File: config.mk
export PLATFORM = sky130hd
export DESIGN_NAME = io_uart_port
export DESIGN_NICKNAME = d
export VERILOG_FILES = /design/src/rtl/io_uart_pkg.sv /design/src/rtl/io_uart_fifo.sv /design/src/rtl/io_uart_port.sv
export SDC_FILE = /design/constraint.sdc
export NUM_CORES = 1
export LEC_CHECK = 0
export ABC_AREA = 1
export CAP_MARGIN = 20
export CORE_ASPECT_RATIO = 0.9
export CORE_MARGIN = 10
export CORE_UTILIZATION = 55
export CTS_BUF_LIST = sky130_fd_sc_hd__clkbuf_2
export CTS_CLUSTER_SIZE = 8
export DETAILED_ROUTE_END_ITERATION = 10
export HOLD_SLACK_MARGIN = 0.15
export PLACE_DENSITY = 0.75
export SYNTH_ARGS = -nofsm -noshare
export SYNTH_HDL_FRONTEND = slang
export SYNTH_SLANG_ARGS = --single-unit
File: constraint.sdc
create_clock -name clk100 -period 5.37 [get_ports clk100]
set_input_delay 1.074 -clock clk100 [delete_from_list [all_inputs] [get_ports clk100]]
set_output_delay 1.074 -clock clk100 [all_outputs]
set_load 0.03 [all_outputs]
File: src/rtl/io_uart_pkg.sv
// io_uart_pkg: port map, status bytes and FSM state types
// shared by the io_uart_port peripheral.
package io_uart_pkg;

  localparam logic [7:0] PORT_DATA     = 8'h01;
  localparam logic [7:0] PORT_RX_AVAIL = 8'h02;
  localparam logic [7:0] PORT_TX_FULL  = 8'h03;

  localparam logic [7:0] STAT_SET     = 8'hFF;
  localparam logic [7:0] STAT_CLR     = 8'h00;
  localparam logic [7:0] READ_DEFAULT = 8'hFF;

  typedef enum logic [1:0] {
    TX_IDLE,
    TX_START,
    TX_DATA,
    TX_STOP
  } tx_state_t;

  typedef enum logic [1:0] {
    RX_IDLE,
    RX_START,
    RX_DATA,
    RX_STOP
  } rx_state_t;

endpackage

File: src/rtl/io_uart_fifo.sv
// io_uart_fifo: synchronous byte FIFO, head visible on dout.
// Push when full and pop when empty are ignored.
module io_uart_fifo #(
  parameter int DEPTH = 8
) (
  input  logic       clk,
  input  logic       rst,
  input  logic       push,
  input  logic       pop,
  input  logic [7:0] din,
  output logic [7:0] dout,
  output logic       full,
  output logic       empty
);

  localparam int AW = $clog2(DEPTH);

  logic [7:0]    mem [DEPTH];
  logic [AW-1:0] wr_ptr;
  logic [AW-1:0] rd_ptr;
  logic [AW:0]   count;
  logic          do_push;
  logic          do_pop;

  assign full    = (count == (AW+1)'(DEPTH));
  assign empty   = (count == '0);
  assign do_push = push && !full;
  assign do_pop  = pop && !empty;
  assign dout    = mem[rd_ptr];

  always_ff @(posedge clk) begin
    if (do_push) mem[wr_ptr] <= din;
  end

  always_ff @(posedge clk or posedge rst) begin
    if (rst) begin
      wr_ptr <= '0;
      rd_ptr <= '0;
      count  <= '0;
    end else begin
      if (do_push) wr_ptr <= wr_ptr + AW'(1);
      if (do_pop)  rd_ptr <= rd_ptr + AW'(1);
      if (do_push && !do_pop)      count <= count + (AW+1)'(1);
      else if (do_pop && !do_push) count <= count - (AW+1)'(1);
    end
  end

endmodule

File: src/rtl/io_uart_port.sv
// io_uart_port: I/O-port mapped 8N1 UART with TX/RX FIFOs.
// Receiver is built only when IO_UART_RX_EN is defined.
module io_uart_port
  import io_uart_pkg::*;
#(
  parameter int CLKS_PER_BIT = 868,
  parameter int TX_DEPTH     = 8,
  parameter int RX_DEPTH     = 8
) (
  input  logic       clk100,
  input  logic       reset,
  input  logic [7:0] IO_port_ID,
  input  logic [7:0] IO_write_data,
  input  logic       IO_write_strobe,
  input  logic       IO_read_strobe,
  output logic [7:0] IO_read_data,
  output logic       uart_tx,
  input  logic       uart_rx
);

  localparam int CW = $clog2(CLKS_PER_BIT);
  localparam logic [CW-1:0] BIT_LAST  = CW'(CLKS_PER_BIT - 1);
  localparam logic [CW-1:0] HALF_LAST = CW'(CLKS_PER_BIT / 2 - 1);

  logic       tx_push, tx_pop, tx_full, tx_empty;
  logic [7:0] tx_dout;
  logic       rx_empty;
  logic [7:0] rx_dout;

  tx_state_t     tx_state, tx_next;
  logic [CW-1:0] tx_cnt, tx_cnt_n;
  logic [2:0]    tx_bit, tx_bit_n;
  logic [7:0]    tx_sh, tx_sh_n;
  logic          tx_line_n;

  assign tx_push = IO_write_strobe && (IO_port_ID == PORT_DATA);

  io_uart_fifo #(.DEPTH(TX_DEPTH)) u_tx_fifo (
    .clk(clk100), .rst(reset),
    .push(tx_push), .pop(tx_pop),
    .din(IO_write_data), .dout(tx_dout),
    .full(tx_full), .empty(tx_empty)
  );

  always_ff @(posedge clk100 or posedge reset) begin
    if (reset) begin
      tx_state <= TX_IDLE;
      tx_cnt   <= '0;
      tx_bit   <= '0;
      tx_sh    <= '0;
      uart_tx  <= 1'b1;
    end else begin
      tx_state <= tx_next;
      tx_cnt   <= tx_cnt_n;
      tx_bit   <= tx_bit_n;
      tx_sh    <= tx_sh_n;
      uart_tx  <= tx_line_n;
    end
  end

  // Line is registered; tx_line_n is the level for the coming cycle.
  always_comb begin
    tx_next   = tx_state;
    tx_cnt_n  = tx_cnt;
    tx_bit_n  = tx_bit;
    tx_sh_n   = tx_sh;
    tx_line_n = uart_tx;
    tx_pop    = 1'b0;
    unique case (tx_state)
      TX_IDLE: begin
        tx_line_n = 1'b1;
        if (!tx_empty) begin
          tx_pop    = 1'b1;
          tx_sh_n   = tx_dout;
          tx_cnt_n  = '0;
          tx_line_n = 1'b0;
          tx_next   = TX_START;
        end
      end
      TX_START: begin
        if (tx_cnt == BIT_LAST) begin
          tx_cnt_n  = '0;
          tx_bit_n  = '0;
          tx_line_n = tx_sh[0];
          tx_next   = TX_DATA;
        end else tx_cnt_n = tx_cnt + CW'(1);
      end
      TX_DATA: begin
        if (tx_cnt == BIT_LAST) begin
          tx_cnt_n = '0;
          if (tx_bit == 3'd7) begin
            tx_line_n = 1'b1;
            tx_next   = TX_STOP;
          end else begin
            tx_bit_n  = tx_bit + 3'd1;
            tx_sh_n   = {1'b0, tx_sh[7:1]};
            tx_line_n = tx_sh[1];
          end
        end else tx_cnt_n = tx_cnt + CW'(1);
      end
      TX_STOP: begin
        if (tx_cnt == BIT_LAST) begin
          tx_cnt_n = '0;
          if (!tx_empty) begin
            tx_pop    = 1'b1;
            tx_sh_n   = tx_dout;
            tx_line_n = 1'b0;
            tx_next   = TX_START;
          end else begin
            tx_line_n = 1'b1;
            tx_next   = TX_IDLE;
          end
        end else tx_cnt_n = tx_cnt + CW'(1);
      end
      default: tx_next = TX_IDLE;
    endcase
  end

`ifdef IO_UART_RX_EN
  rx_state_t     rx_state, rx_next;
  logic [CW-1:0] rx_cnt, rx_cnt_n;
  logic [2:0]    rx_bit, rx_bit_n;
  logic [7:0]    rx_sh, rx_sh_n;
  logic          rx_s1, rx_s2;
  logic          rx_push, rx_pop, rx_full;

  assign rx_pop = IO_read_strobe && (IO_port_ID == PORT_DATA);

  io_uart_fifo #(.DEPTH(RX_DEPTH)) u_rx_fifo (
    .clk(clk100), .rst(reset),
    .push(rx_push), .pop(rx_pop),
    .din(rx_sh_n), .dout(rx_dout),
    .full(rx_full), .empty(rx_empty)
  );

  // Synchronizer idles high so reset never looks like a start bit.
  always_ff @(posedge clk100 or posedge reset) begin
    if (reset) begin
      rx_s1    <= 1'b1;
      rx_s2    <= 1'b1;
      rx_state <= RX_IDLE;
      rx_cnt   <= '0;
      rx_bit   <= '0;
      rx_sh    <= '0;
    end else begin
      rx_s1    <= uart_rx;
      rx_s2    <= rx_s1;
      rx_state <= rx_next;
      rx_cnt   <= rx_cnt_n;
      rx_bit   <= rx_bit_n;
      rx_sh    <= rx_sh_n;
    end
  end

  always_comb begin
    rx_next  = rx_state;
    rx_cnt_n = rx_cnt;
    rx_bit_n = rx_bit;
    rx_sh_n  = rx_sh;
    rx_push  = 1'b0;
    unique case (rx_state)
      RX_IDLE: begin
        if (!rx_s2) begin
          rx_cnt_n = '0;
          rx_next  = RX_START;
        end
      end
      RX_START: begin
        if (rx_cnt == HALF_LAST) begin
          rx_cnt_n = '0;
          rx_bit_n = '0;
          rx_next  = rx_s2 ? RX_IDLE : RX_DATA;
        end else rx_cnt_n = rx_cnt + CW'(1);
      end
      RX_DATA: begin
        if (rx_cnt == BIT_LAST) begin
          rx_cnt_n = '0;
          rx_sh_n  = {rx_s2, rx_sh[7:1]};
          rx_bit_n = rx_bit + 3'd1;
          if (rx_bit == 3'd7) rx_next = RX_STOP;
        end else rx_cnt_n = rx_cnt + CW'(1);
      end
      RX_STOP: begin
        if (rx_cnt == BIT_LAST) begin
          rx_cnt_n = '0;
          rx_push  = rx_s2;
          rx_next  = RX_IDLE;
        end else rx_cnt_n = rx_cnt + CW'(1);
      end
      default: rx_next = RX_IDLE;
    endcase
  end
`else
  logic unused_rx;
  assign unused_rx = uart_rx ^ IO_read_strobe;
  assign rx_empty  = 1'b1;
  assign rx_dout   = STAT_CLR;
`endif

  always_comb begin
    IO_read_data = READ_DEFAULT;
    unique case (IO_port_ID)
      PORT_DATA:     IO_read_data = rx_empty ? STAT_CLR : rx_dout;
      PORT_RX_AVAIL: IO_read_data = rx_empty ? STAT_CLR : STAT_SET;
      PORT_TX_FULL:  IO_read_data = tx_full ? STAT_SET : STAT_CLR;
      default:       IO_read_data = READ_DEFAULT;
    endcase
  end

endmodule

# Word level (Yosys, flattened, before mapping)
# Memory sizes are Yosys's and may differ from the RTL's.
# Index checks and enable logic that the tools add are counted.
[classes] addsub=6 multipliers=0 div_mod_pow=0 n_lt_le_gt_ge=0 n_eq_ne=15 n_shift=0 mux=34 bitwise=0 n_reduce_logical=20
[ops] op="2-to-1 mux 8 bit" n=5
[ops] op="one-hot mux 8 bit (3 select lines)" n=1
[ops] op="2-to-1 mux 10 bit" n=2
[ops] op="one-hot mux 10 bit (2 select lines)" n=1
[ops] op="== test 8 x 2 -> 1 bit, second input constant" n=2
[ops] op="one-hot mux 8 bit (2 select lines)" n=1
[ops] op="!= test 2 bit, second input constant" n=6
[ops] op="adder 10 x 1 -> 10 bit, second input constant" n=1
[ops] op="== test 10 bit, second input constant" n=1
[ops] op="2-to-1 mux 1 bit" n=10
[ops] op="2-to-1 mux 2 bit" n=5
[ops] op="adder 3 x 1 -> 3 bit, second input constant" n=3
[ops] op="2-to-1 mux 3 bit" n=3
[ops] op="== test 8 x 1 -> 1 bit, second input constant" n=1
[ops] op="2-to-1 mux 4 bit" n=2
[ops] op="one-hot mux 2 bit (4 select lines)" n=1
[ops] op="AND reduction 4 bit" n=2
[ops] op="one-hot mux 3 bit (2 select lines)" n=1
[ops] op="logical AND 1 bit" n=5
[ops] op="AND reduction 5 bit" n=1
[ops] op="adder 4 x 1 -> 4 bit, second input constant" n=1
[ops] op="== test 2 bit, second input constant" n=2
[ops] op="== test 4 bit, second input constant" n=1
[ops] op="logical NOT 1 bit" n=4
[ops] op="other kinds (12)" n=13
[totals] register_bits=34 latch_bits=0 mem_bits_rw=64 rom_bits=0 inputBits=21 memories=1
[mem_list] name="u_tx_fifo.mem" depth=8 word_bits=8 read_ports=1 rd_ports_with_merged_regs=0 write_ports=1 line="io_uart_fifo.sv:18" source="logic [7:0] mem [DEPTH];"

# Longest topological paths before layout
# Gate-level depths: netlist of the first run.
[depth] ltp_word=8 depth_mapped=15 mapped_depth_nobuf=15

# Cells and area by module
# From an unflattened synthesis of the first run, not the netlist that was laid out.
[hier_totals] hier_cells=513 hier_area_um2=4788.3
[by_module_without_submodules] mod="io_uart_fifo" n_inst=1 cells_each=297 area_per_inst_um2=3189.3
[by_module_without_submodules] mod="io_uart_port" n_inst=1 cells_each=216 area_per_inst_um2=1599.0

# Worst setup path after synthesis of the first run
# OpenSTA, ideal clock, no wires.
[synth_path] kind="input to output" from="input port IO_port_ID[7]" to="output port IO_read_data[1]" t_arrival_ns=2.294 required_time_ns=4.296 path_slack_ns=2.002 stages=5 cell_sequence="nor2_1 -> nand2_1 -> nor3_1 -> a21oi_1 -> buf_4"
[synth_between] elab_chain_len=3 elab_cells_between_ends=5
[synth_lines] item="start, declared" line="io_uart_port.sv:12" source="input logic [7:0] IO_port_ID,"
[synth_lines] item="== test 8 x 1 -> 1 bit or == test 8 x 2 -> 1 bit (tied branches)" line="io_uart_port.sv:202" source="unique case (IO_port_ID)"
[synth_lines] item="OR reduction 2 bit (no source line)"
[synth_lines] item="one-hot mux 8 bit (2 select lines) (*)" line="io_uart_port.sv:202"
[synth_lines] item="end, declared" line="io_uart_port.sv:16" source="output logic [7:0] IO_read_data,"
# Every way passes the cells marked *; elsewhere a longest branch is shown, timed or not.

# Worst setup path in the final report of the first run
[layout_path] from="input port IO_port_ID[7]" to="output port IO_read_data[4]"
# The elaborated chain is that of the path after synthesis.

==> Implementation_results.wiki, run 1 <==
{| class="wikitable"
! Metric !! Value
|-
| Violation count after the first detailed-routing iteration || roughly 200
|-
| Num rows || 31
|-
| Count of state elements after synthesis || slightly below 100
|-
| Critical R2R Capture || u_tx_fifo.count[3]
|-
| Number of placed I/O pins || 30
|-
| Synth async-reset ratio || 0.347
|-
| Max Fclk || approximately 0.25 GHz
|-
| Worst R2R Path Depth || 15
|-
| Leakage power || roughly 0.0022 µW
|-
| Per-instance average area after synthesis || 9.81 µm²
|-
| Worst Hold Depth || 2
|-
| Floorplan die width || approximately 120 µm
|-
| HP Start || uart_tx
|-
| Root buf cell || clkbuf_2
|-
| Vias after detailed routing || around 3200
|-
| Combined area of all synthesized cells || 0.00471 mm²
|-
| Hold path endpoint || uart_tx
|-
| Outcome || finished, final reports clean
|-
| Tightest hold margin || 0.502 ns
|-
| Dominant cells by area after synthesis || edfxtp_1 (41%), dfrtp_1 (18%), nand2_1 (11%), nand3_1 (6.6%), ha_1 (3.7%)
|-
| Clock net sink count || 98
|-
| Total routing usage reported by global routing || 0.143
|-
| Number of hold violations in the final report || 0
|-
| HP Class || reg2reg
|-
| Clock Skews || 0.0279 ns
|-
| Slew @ Worst Pin || between 0.9 and 1 ns
|-
| Insertion delay to the later sink of the worst-skew pair || 0.56 ns
|-
| Clock-pin slew of the registers on the worst-case setup and hold paths || 0.25 ns
|-
| Largest fanout on the critical path || 8
|-
| Power consumption || 1200 µW
|-
| Synth Net Count || 516
|-
| Post-route fraction of the period consumed by the critical path || 0.746
|-
| Number of antenna violations at the first check in global routing || 0
|-
| Fraction of final layout cells with drive strength greater than 1 || 0.0931
|-
| Number of synthesized flops with an enable pin || 64
|-
| Vias per cell || 5.17
|-
| Number of nets still failing antenna checks after routing || 0
|-
| Reg-to-Reg Start || tx_cnt[0]
|-
| Share of the yosys chip area belonging to registers || 0.589
|-
| Wirelength per Cell || 13.9 µm
|-
| Post-CTS setup buffer count || 0
|-
| Count of nets after finishing || around 540
|-
| Hold buffer count at cts || 0
|-
| Flip-flop cell with the highest count after synthesis || edfxtp_1
|-
| Power per unit of standard cell area || around 230 mW/mm²
|-
| Hpwl dp || 5.85 mm
|-
| Starting utilization of the core area || 0.575
|-
| Cell total after placement || between 600 and 700
|-
| Count of input and output buffers || 27
|-
| Synth cell types || 34
|-
| Area of the placeable core || slightly above 0.008 mm²
|-
| Crit path DAT || 2.93 ns
|-
| DRT Wirelength || 8.59 mm
|-
| CP required || between 4 and 5 ns
|-
| Synthesis Warnings || 0
|-
| Drt drc || 0
|-
| Maximum buffer depth of the clock tree || 2
|-
| Critical Path End Type || primary output
|-
| Final GP Congestion || 0.790
|-
| Diode count || 0
|-
| Summed negative setup slack over all endpoints || 0 ns
|-
| Fraction of post-synthesis cell area in the top cell type by area || 0.408
|-
| Max-cap violations || 0
|-
| Final Max Slew Viols || 0
|-
| Post-Synthesis Cells || 480
|-
| Pin count of the biggest net entering global routing || 36
|-
| Final setup vio count || 0
|-
| DIE AREA || ~0.013 mm²
|-
| Height of the die || between 100 and 150 µm
|-
| Library cell with the largest summed area after synthesis || edfxtp_1
|-
| Final Core Density || 0.625
|-
| Maximum VDD drop || 0.177 mV
|-
| Type of the worst setup path || in2out
|-
| Vias in the first global route || around 3300
|-
| Finished Layout Cells || 620
|-
| Overflow left after global routing || 0
|-
| Area growth syn-to-layout || 8.67%
|-
| Unrepaired setup endpoints after global routing || no
|-
| Crit path time final || 4.00 ns
|-
| Slew HR || 0.373
|-
| Resized cells post-CTS || 0
|-
| Reg-to-reg setup timing slack || 2.61 ns
|-
| TritonCTS clock tree || yes
|-
| H-tree lvl count || 3
|-
| First-pass GRT wire length || 14.9 mm
|-
| Type of element launching the critical path || primary input
|-
| Cts bufs inserted || 9
|-
| First-pass DRT Iterations || 4
|}
kinds of logic (layout without fill, tap and decap cells):
family                   after synthesis  after routing  share of synthesized area
AND/OR/NAND/NOR                      267            267                      0.256
flip-flops                            98             98                      0.589
buffers and inverters                 59             84                     0.0595
AO/OA/AOI/OAI                         34             34                     0.0399
adder cells (fa/ha/maj)               15             15                     0.0415
XOR/XNOR                               6              6                     0.0112
multiplexers                           1              1                    0.00239
flip-flops by register name (all words and copies together) (netlist names):
register / cells
u_tx_fifo.count: 4
tx_bit: 3
tx_cnt: 10
u_tx_fifo.wr_ptr: 3
tx_sh: 8
u_tx_fifo.mem: 64
tx_state: 2
u_tx_fifo.rd_ptr: 3
uart_tx: 1
critical path, stage by stage:
cell and delay [ns]:
clkdlybuf4s50_1 0.45, nor2_1 0.04, nand2_1 0.12, nor3_1 0.06
a21oi_1 0.40, clkdlybuf4s50_1 0.78
power by group:
part / switching, µW / internal [µW] / total [µW]
Sequential: 4.74 / 809 / 814
Combinational: 23.0 / 19.9 / 42.9
Clock: 264 / 77.8 / 342
layout make-up:
cell class              count  area (µm²)
clock buffers               9        45.0
clock inverters             7        66.3
fillers                   655        3070
repair buffers             29         285
flip-flops and latches     98        2770
well taps                 115         144
inverters                  39         148
multi-input cells         323        1650
placed cells by master (no fill, tap or decap), drive strengths merged, types with 9 or more instances in the layout:
cell type	n
o21ai	18
nand3	65
dfrtp	33
a21oi	12
nor2	48
nand2	147
edfxtp	64
ha	14
inv	44
clkdlybuf4s50	27
clkbuf	9
metal layers:
layer / routed length [µm] / track usage / up-vias
li1: - / - / 1617
met1: 3610 / 0.159 / 1517
met2: 4440 / 0.258 / 68
met3: 444 / 0.0388 / 6
met4: 99 / 0.0547 / 0
met5: 0 / 0 / -
Yosys cell counts (2+ instances only):
master    instances
xor2_1            3
nand3_1          62
inv_2             3
a21oi_1          12
o211ai_1          2
o21ai_2           2
nor2_4            3
o21ai_0          16
nand2_4           4
nand2_1         141
inv_1            35
nor2_1           38
xnor2_1           3
edfxtp_1         64
nand2_2           2
nor3_1            4
clkbuf_1          2
buf_4            10
dfrtp_1          33
nor2_2            7
ha_1             14
nand3_2           2
buf_2             7
worst max path at each step:
stage	slack, ns	start	cells after the start	to
final	1.37	IO_port_ID[7]	6	IO_read_data[4]
after global routing	1.19	IO_port_ID[6]	6	IO_read_data[4]
after CTS	1.34	IO_port_ID[7]	6	IO_read_data[3]
after detailed placement	1.33	IO_port_ID[7]	6	IO_read_data[3]
after global placement	1.40	IO_port_ID[7]	6	IO_read_data[2]
after floorplan	2.00	IO_port_ID[7]	5	IO_read_data[1]
per-stage QoR:
step / setup slack [ns] / area, µm²
2_1_floorplan: 2.00 / 4710
5_1_grt: 1.19 / 5110
3_3_place_gp: 1.40 / 5000
4_1_cts: 1.34 / 5110
6_report: 1.37 / 5110
3_5_place_dp: 1.33 / 5000
(Power assumes the default switching activity.)
==> run 2, diff against run 1 <==
Settings changed: PLACE_DENSITY 0.75 to 0.78.
Clock period 5.37 ns to 3.4 ns, I/O delays scaled along.
==> Implementation_results.wiki, run 2 (synthesis results as in run 1) <==
{| class="wikitable"
! Metric !! Value
|-
| Worst path top cell family by delay || buffers and inverters (unchanged)
|-
| Max-cap violations || 0 (unchanged)
|-
| Num rows || 31 (unchanged)
|-
| Summed negative setup slack over all endpoints || 0 ns (unchanged)
|-
| Clock net sink count || 98 (unchanged)
|-
| Number of hold violations in the final report || 0 (unchanged)
|-
| Slew @ Worst Pin || 0.663 ns (was 0.937 ns)
|-
| Switching part of the total || 0.234 (was 0.244)
|-
| Proportion of power drawn by combinational gates || 0.035 (was 0.036)
|-
| Count of input and output buffers || 27 (unchanged)
|-
| Final Max Slew Viols || 0 (unchanged)
|-
| Wirelength per Cell || 14.1 µm (was 13.9 µm)
|-
| Final Core Density || 0.631 (was 0.625)
|-
| Cells along the critical path || nor2_2 -> nand3_1 -> a21oi_2 -> clkdlybuf4s50_1 (was clkdlybuf4s50_1 -> nor2_1 -> nand2_1 -> nor3_1 -> a21oi_1 -> clkdlybuf4s50_1)
|-
| Hpwl dp || 6.06 mm (was 5.85 mm)
|-
| CP max-delay cell || clkdlybuf4s50_1 (unchanged)
|-
| Floorplan die width || 118 µm (unchanged)
|-
| Leakage power || 0.00222 µW (was 0.00219 µW)
|-
| Largest fanout on the critical path || 8 (unchanged)
|-
| Count of nets after finishing || 539 (was 536)
|-
| Vias in the first global route || 3138 (was 3259)
|-
| Highest-count cells in the layout ignoring fill and taps || nand2_1 (141), edfxtp_1 (64), nand3_1 (62) (unchanged)
|-
| Clock-pin slew of the registers on the worst-case setup and hold paths || 0.27 ns (was 0.25 ns)
|-
| Clock Skews || 0.00857 ns (was 0.0279 ns)
|-
| Number of placed I/O pins || 30 (unchanged)
|-
| H-tree lvl count || 3 (unchanged)
|-
| Insertion delay to the later sink of the worst-skew pair || 0.55 ns (was 0.56 ns)
|-
| Met1 track utilization from global routing || 0.165 (was 0.159)
|-
| Crit path DAT || 2.47 ns (was 2.93 ns)
|-
| Vias after detailed routing || 3241 (was 3208)
|-
| First-pass GRT wire length || 15.0 mm (was 14.9 mm)
|-
| Power per unit of standard cell area || 380 mW/mm² (was 234 mW/mm²)
|-
| Critical Path End Type || primary output (unchanged)
|-
| CP required || 2.72 ns (was 4.30 ns)
|-
| Violation count after the first detailed-routing iteration || 214 (was 202)
|-
| Commonest non-fill, non-tap cell in the layout || nand2_1 (unchanged)
|-
| Starting utilization of the core area || 0.575 (unchanged)
|-
| Maximum buffer depth of the clock tree || 2 (unchanged)
|-
| Met2 usage in global routing || 0.261 (was 0.258)
|-
| CP peak stage delay || 0.75 ns (was 0.78 ns)
|-
| Power consumption || 1960 µW (was 1200 µW)
|-
| Max FFs per register || 64 (unchanged)
|-
| Unrepaired setup endpoints after global routing || no (unchanged)
|-
| Maximum VDD drop || 0.287 mV (was 0.177 mV)
|-
| Height of the die || 108 µm (unchanged)
|-
| Biggest regs || u_tx_fifo.mem (64), tx_cnt (10), tx_sh (8) (unchanged)
|-
| First-pass DRT Iterations || 5 (was 4)
|-
| Outcome || finished, final reports clean (unchanged)
|-
| DRT Wirelength || 8.80 mm (was 8.59 mm)
|-
| Cts bufs inserted || 9 (unchanged)
|-
| Final GP Congestion || 0.801 (was 0.790)
|-
| Critical path depth || 4 (was 6)
|-
| Crit path time final || 3.15 ns
|-
| Root buf cell || clkbuf_2 (unchanged)
|-
| Diode count || 0 (unchanged)
|-
| Internal power summed over all cells || 1500 µW (was 907 µW)
|-
| Fraction of final layout cells with drive strength greater than 1 || 0.102 (was 0.0931)
|-
| Met3 Usage GRT || 0.0315 (was 0.0388)
|-
| Hold buffer count at cts || 0 (unchanged)
|-
| Overflow left after global routing || 0 (unchanged)
|-
| Top reg by flops || u_tx_fifo.mem (unchanged)
|-
| Sequential cell fraction of total power || 0.655 (was 0.679)
|-
| Share of power burned in the clock network || 0.311 (was 0.285)
|-
| Gr busiest metal || met2 (unchanged)
|-
| Vias per cell || 5.20 (was 5.17)
|-
| Tightest hold margin || 0.461 ns (was 0.502 ns)
|-
| Type of element launching the critical path || flip-flop (was primary input)
|-
| Final setup vio count || 0 (unchanged)
|-
| Number of antenna violations at the first check in global routing || 0 (unchanged)
|-
| Total routing usage reported by global routing || 0.143 (about the same)
|-
| Area of the placeable core || 0.00818 mm² (unchanged)
|-
| Max Fclk || 0.317 GHz
|-
| Number of nets still failing antenna checks after routing || 0 (unchanged)
|-
| Pin count of the biggest net entering global routing || 36 (unchanged)
|-
| Slew HR || 0.558 (was 0.373)
|-
| Area growth syn-to-layout || 9.73% (was 8.67%)
|-
| Drt drc || 0 (unchanged)
|-
| Psw || 460 µW (was 292 µW)
|-
| DIE AREA || 0.0127 mm² (unchanged)
|-
| Post-route fraction of the period consumed by the critical path || 0.927
|-
| Worst R2R Path Depth || 15 (unchanged)
|-
| TritonCTS clock tree || yes (unchanged)
|-
| HP Class || in2async (was reg2reg)
|-
| Combined buffer and inverter count along the critical path || 1 (was 2)
|-
| Type of the worst setup path || reg2out (was in2out)
|}
## run 2: cell type report
cell class | instances | area (µm²)
fillers | 664 | 3020
flip-flops and latches | 98 | 2770
multi-input cells | 323 | 1660
repair buffers | 32 | 308
inverters | 39 | 148
well taps | 115 | 144
clock inverters | 7 | 90.1
clock buffers | 9 | 45.0
## run 2: what timing repair did
item                       4_1_cts  5_1_grt
buffers inserted                 0        0
setup endpoints to repair        0        8
resized for setup                0        1
## run 2: worst min-delay path, cell delays in order
cell and delay, ns:
clkdlybuf4s50_1 0.39, inv_1 0.05, buf_4 0.37
## run 2: per-layer routing
metal	up-vias	part of all wire
met5	-	0
met4	0	0.0084
met3	7	0.052
met2	68	0.52
met1	1535	0.42
li1	1631	-
## run 2: final timing paths
kind / slack, ns / from / to
worst max-delay path: 0.25 / u_tx_fifo.count[1] / IO_read_data[3]
worst min register to register: 0.51 / uart_tx / uart_tx
max in group asynchronous: 2.61 / reset / uart_tx
worst min-delay path: 0.46 / reset / tx_sh[3]
min in group clk100: 0.51 / uart_tx / uart_tx
worst max register to register: 0.69 / tx_cnt[0] / u_tx_fifo.count[3]
## run 2: stage by stage
step                setup slack [ns]  area [µm²]  instances
finish                         0.249        5160        623
detailed placement             0.138        5030        607
CTS                           0.0426        5160        623
floorplan                      0.820        4710        480
global route                  0.0330        5160        623
global placement               0.228        5030        607
## run 2: power groups by stage
stage	logic (µW)	registers, µW	clock network (µW)
6_report	67.9	1290	610
5_1_grt	76.5	1290	674
4_1_cts	69.2	1290	624
3_5_place_dp	68.9	1310	0
3_3_place_gp	66.1	1310	0
2_1_floorplan	31.0	1310	0
